$ cat src/rtl/rename_table.sv
// Register alias table plus architectural register file for the dispatch stage.
// Optional feature: define RENAME_RETIRE_BYPASS_EN to forward retiring data to same-cycle lookups.
module rename_table #(
   parameter int N_ARF        = 32,
   parameter int ARF_ID_WIDTH = 5,
   parameter int ROB_ID_WIDTH = 3,
   parameter int DATA_WIDTH   = 32
) (
   input  logic                    clk,
   input  logic                    rst,
   input  logic                    dispatch_fire,
   input  logic                    dispatch_dst_valid,
   input  logic [ARF_ID_WIDTH-1:0] dispatch_dst_arf_id,
   input  logic [ROB_ID_WIDTH-1:0] dispatch_rob_id,
   input  logic [ARF_ID_WIDTH-1:0] src1_arf_id,
   input  logic [ARF_ID_WIDTH-1:0] src2_arf_id,
   output logic                    src1_renamed,
   output logic                    src2_renamed,
   output logic [ROB_ID_WIDTH-1:0] src1_rob_id,
   output logic [ROB_ID_WIDTH-1:0] src2_rob_id,
   output logic [DATA_WIDTH-1:0]   src1_arf_data,
   output logic [DATA_WIDTH-1:0]   src2_arf_data,
   input  logic                    retire,
   input  logic [ROB_ID_WIDTH-1:0] retire_rob_id,
   input  logic [ARF_ID_WIDTH-1:0] retire_arf_id,
   input  logic [DATA_WIDTH-1:0]   retire_reg_data,
   input  logic                    flush,
   output logic [ARF_ID_WIDTH:0]   renamed_count
);

   localparam logic [ARF_ID_WIDTH:0] CNT_ONE = 1;

   typedef struct packed {
      logic                    renamed;
      logic [ROB_ID_WIDTH-1:0] rob_id;
      logic [DATA_WIDTH-1:0]   data;
   } lookup_t;

   logic                    valid_q    [N_ARF];
   logic [ROB_ID_WIDTH-1:0] rob_id_q   [N_ARF];
   logic [DATA_WIDTH-1:0]   arf_data_q [N_ARF];
   logic [ARF_ID_WIDTH:0]   renamed_count_q;
   logic [ARF_ID_WIDTH:0]   count_next;

   logic    retire_commit;
   logic    retire_hit;
   logic    dispatch_write;
   logic    count_inc;
   logic    count_dec;
   lookup_t src1_res;
   lookup_t src2_res;

   assign retire_commit  = retire && (retire_arf_id != '0);
   assign retire_hit     = retire_commit && valid_q[retire_arf_id]
                           && (rob_id_q[retire_arf_id] == retire_rob_id);
   assign dispatch_write = dispatch_fire && dispatch_dst_valid
                           && (dispatch_dst_arf_id != '0) && !flush;

   // Lookups always see pre-update state; x0 is forced to a committed zero.
   function automatic lookup_t lookup(input logic [ARF_ID_WIDTH-1:0] id);
      lookup_t res;
      res = '0;
      if (id != '0) begin
         res.renamed = valid_q[id];
         res.rob_id  = rob_id_q[id];
         res.data    = arf_data_q[id];
`ifdef RENAME_RETIRE_BYPASS_EN
         if (retire_hit && (id == retire_arf_id)) begin
            res.renamed = 1'b0;
            res.data    = retire_reg_data;
         end
`endif
      end
      return res;
   endfunction

   assign src1_res      = lookup(src1_arf_id);
   assign src2_res      = lookup(src2_arf_id);
   assign src1_renamed  = src1_res.renamed;
   assign src1_rob_id   = src1_res.rob_id;
   assign src1_arf_data = src1_res.data;
   assign src2_renamed  = src2_res.renamed;
   assign src2_rob_id   = src2_res.rob_id;
   assign src2_arf_data = src2_res.data;
   assign renamed_count = renamed_count_q;

   // A retire clearing a register that dispatch re-maps this cycle leaves the count unchanged.
   assign count_inc = dispatch_write && !valid_q[dispatch_dst_arf_id];
   assign count_dec = retire_hit
                      && !(dispatch_write && (dispatch_dst_arf_id == retire_arf_id));

   always_comb begin
      count_next = renamed_count_q;
      if (flush) begin
         count_next = '0;
      end else if (count_inc && !count_dec) begin
         count_next = renamed_count_q + CNT_ONE;
      end else if (count_dec && !count_inc) begin
         count_next = renamed_count_q - CNT_ONE;
      end
   end

   always_ff @(posedge clk) begin
      if (rst) begin
         for (int i = 0; i < N_ARF; i++) begin
            valid_q[i]    <= 1'b0;
            rob_id_q[i]   <= '0;
            arf_data_q[i] <= '0;
         end
         renamed_count_q <= '0;
      end else begin
         if (retire_commit) begin
            arf_data_q[retire_arf_id] <= retire_reg_data;
         end
         if (flush) begin
            for (int i = 0; i < N_ARF; i++) begin
               valid_q[i] <= 1'b0;
            end
         end else begin
            // Dispatch is written after retire so the younger mapping wins on the same register.
            if (retire_hit) begin
               valid_q[retire_arf_id] <= 1'b0;
            end
            if (dispatch_write) begin
               valid_q[dispatch_dst_arf_id]  <= 1'b1;
               rob_id_q[dispatch_dst_arf_id] <= dispatch_rob_id;
            end
         end
         renamed_count_q <= count_next;
      end
   end

endmodule
$ cat config.mk
export PLATFORM = sky130hd
export DESIGN_NAME = rename_table
export DESIGN_NICKNAME = d
export VERILOG_FILES = /design/src/rtl/rename_table.sv
export SDC_FILE = /design/constraint.sdc
export NUM_CORES = 2
export LEC_CHECK = 0
export CORE_MARGIN = 2
export CORE_UTILIZATION = 45
export CTS_CLUSTER_DIAMETER = 60
export DETAILED_ROUTE_END_ITERATION = 10
export DONT_BUFFER_PORTS = 1
export PLACE_DENSITY = 0.71
export SYNTH_ARGS = -nofsm -noshare
export SYNTH_HDL_FRONTEND = slang
export SYNTH_SLANG_ARGS = --single-unit
$ cat constraint.sdc
create_clock -name clk -period 4.97 [get_ports clk]
set_clock_uncertainty 0.05 [all_clocks]
set_input_delay 0.7455 -clock clk [delete_from_list [all_inputs] [get_ports clk]]
set_output_delay 0.7455 -clock clk [all_outputs]
set_load 0.02 [all_outputs]
==> results.tsv <==
metric	value	unit
share of layout cells above drive strength 1	28.2	%
Peak supply drop	0.305	mV
CTS Buffer Depth	3	
Arr. time, crit path	4.98	ns
Max-Cap Viols	0	
clk root buf	clkbuf_16	
RSZ-0062 raised after global routing	no	
final-layout fill cell count	11447	
core footprint	139000	um2
Top FF cell, synth	edfxtp_1	
initial antenna violation count	17	
PortBufs	0	
sequential share of power	50.5	%
vias in the first global route	38211	
sequential area share after synthesis	54.6	%
Area growth syn-to-layout	9.50	%
Setup CP Type	register to register	
pin count of the biggest net entering global routing	290	
crit end category	register	
internal cell power	17400	uW
Slew Viols, Final	0	
synth top area cells	edfxtp_1, mux4_2, and2_1, mux2i_1, clkbuf_1	
postcts setup bufs	0	
CTS resizes	0	
Std-Cell Rows	137	
Hold Slack	0.0743	ns
Final Util	49.5	%
static leakage	0.0232	uW
Reg area	34400	um2
DR WL/cell	34.4	um
Clk network pwr share	39.0	%
CTS Sinks	1158	
Hold Buf Count CTS	0	
gr ovfl total	0	
syn_area_per_cell	15.9	um2
setup tns final	0	ns
# DRC	0	
top-area cell type share of the netlist area	53.4	%
f_max	0.229	GHz
GP Congestion	0.908	
IO Count	142	
status	complete, no violations	
synthesized cell area	63000	um2
Combinational Power Share	10.5	%
Slew HR	9.78	%
register bit total from synthesis	1158	
Setup violations, final	0	
All-Layer GR Usage	28.1	%
first-pass GRT wire length	281000	um
Final Hold Viols	0	
Final Net Count	3879	
Post-synth EDFFs	1120	
crit path launch type	register	
clk_lat worst skew	0.75	ns
via count	38028	
post-DP HPWL	109000	um
leading area contributor after synthesis	edfxtp_1	
worst slew pin tran	1.35	ns
H-tree Lvls	3	
critical-path maximum fanout	3	
Yosys warnings	0	
Mapped Cells	3970	
Initial Util	45.2	%
Die Wd	378	um
Switching Share	23.5	%
Initial DRT Pass Iterations	5	
die footprint	143000	um2
cts bufs inserted	118	
clk slew on worst S/H paths	0.06	ns
Die H	378	um
asr flop ratio synth	0	%
period utilization	87.8	%
worst path required time	5.59	ns
Cell Pwr Density	330	nW/um2
multi-input logic area	27400	um2
Netlist cell types	44	
CTS tree	yes	
ANT nets after route	0	
Switching Power	5340	uW
most common cell in the netlist	edfxtp_1	
vias per cell	6.57	
minimum clock period	4.36	ns
HP Class	input port to register	
final wirelength	199000	um
most frequent cells after synthesis	edfxtp_1, and2_1, mux4_2	
Initial DRC Count	5822	
[cell families (layout without fill, tap and decap cells)]
kind of cell / after synthesis / count (layout) / share of synthesized area (%)
AO/OA/AOI/OAI: 110 / 110 / 0.962
adder cells (fa/ha/maj): 6 / 6 / 0.131
AND/OR/NAND/NOR: 1406 / 1406 / 13.4
XOR/XNOR: 11 / 11 / 0.153
other: 1 / 42 / 0.00595
buffers and inverters: 412 / 316 / 2.48
multiplexers: 866 / 866 / 28.2
flip-flops: 1158 / 1158 / 54.6
[placed cells by master (no fill, tap or decap), types with 4 or more instances in the layout]
| cell | Yosys | routed |
|---|---|---|
| a21oi_1 | 71 | 71 |
| and2_1 | 1086 | 1086 |
| buf_12 | 0 | 25 |
| buf_4 | 0 | 69 |
| bufinv_16 | 0 | 10 |
| clkbuf_1 | 328 | 31 |
| clkbuf_16 | 0 | 118 |
| clkinv_1 | 0 | 14 |
| clkinv_2 | 0 | 26 |
| clkinvlp_4 | 0 | 4 |
| conb_1 | 1 | 35 |
| dfxtp_1 | 38 | 38 |
| diode_2 | 0 | 7 |
| edfxtp_1 | 1120 | 1120 |
| ha_1 | 5 | 5 |
| inv_6 | 0 | 7 |
| mux2i_1 | 137 | 137 |
| mux4_2 | 729 | 729 |
| nand2_1 | 11 | 11 |
| nand3_1 | 8 | 8 |
| nand3b_1 | 8 | 8 |
| nand4b_1 | 4 | 4 |
| nor2_1 | 183 | 149 |
| nor2_4 | 0 | 33 |
| nor2b_1 | 4 | 4 |
| nor4_1 | 8 | 8 |
| o22ai_1 | 32 | 32 |
| or2_2 | 63 | 63 |
| or4_1 | 4 | 4 |
| or4bb_1 | 6 | 6 |
| xnor2_1 | 6 | 6 |
| xor2_1 | 5 | 5 |
[power by group through the flow]
stage          clock network [uW]  registers (uW)  logic [uW]
2_1_floorplan                   0           11600        2000
3_3_place_gp                    0           11600        2330
3_5_place_dp                    0           11700        2350
4_1_cts                      8920           11500        2350
5_1_grt                      9260           11500        2450
6_report                     8870           11500        2400
[flip-flops by register name, summed over array words and instances, names as in the netlist]
signal / cells
arf_data_q: 1024
renamed_count: 6
rob_id_q: 96
valid_q: 32
[routing by layer]
layer,up-vias,share of wire [%],global-route usage (%)
met4,4,5.0,13.1
met3,571,13,7.33
met1,19587,35,37.0
li1,15039,-,-
met2,2827,47,43.6
met5,-,0.011,0
[worst paths after layout]
path	startpoint	endpoint	slack [ns]	cells past startpoint
setup / recovery	rob_id_q[29][0]$_SDFFCE_PN0P_	renamed_count[5]$_SDFFE_PP0P_	0.61	16
hold / removal	rst	rob_id_q[0][2]$_SDFFCE_PN0P_	0.07	0
setup reg to reg	rob_id_q[29][0]$_SDFFCE_PN0P_	renamed_count[5]$_SDFFE_PP0P_	0.61	16
hold reg to reg	valid_q[0]$_DFF_P_	valid_q[0]$_DFF_P_	0.49	1
[cell type report]
class | instances | area share, %
sequential | 1158 | 49.9
antenna | 7 | 0.0254
inverter | 3 | 0.0163
tap | 1876 | 3.40
clock buffer | 150 | 4.47
timing repair buffer | 94 | 1.48
multi-input combinational | 2434 | 39.7
clock inverter | 69 | 1.01
[critical path, cell delays in order (launching register included)]
cell and delay, ns:
edfxtp_1 0.41, mux2i_1 0.22, o22ai_1 0.13, nor4_1 0.45
a21oi_1 0.13, or4_4 0.57, or4_1 0.60, ha_1 0.26
inv_1 0.08, ha_1 0.22, a21o_1 0.17, a21oi_1 0.19
o21bai_1 0.09, a21oi_1 0.18, xnor2_1 0.09, or3_1 0.31
a21oi_1 0.13
[stage by stage]
stage / total power [uW] / cells / setup WS, ns / area (um2)
finish: 22700 / 5791 / 0.606 / 69000
floorplan: 13600 / 4004 / 0.0801 / 63100
global route: 23200 / 5785 / 0.445 / 68900
detailed placement: 14000 / 5565 / 0.0564 / 65200
CTS: 22700 / 5784 / 0.655 / 68900
global placement: 13900 / 5565 / -0.0187 / 65200
No activity file was read; power rests on OpenSTA's default activity.
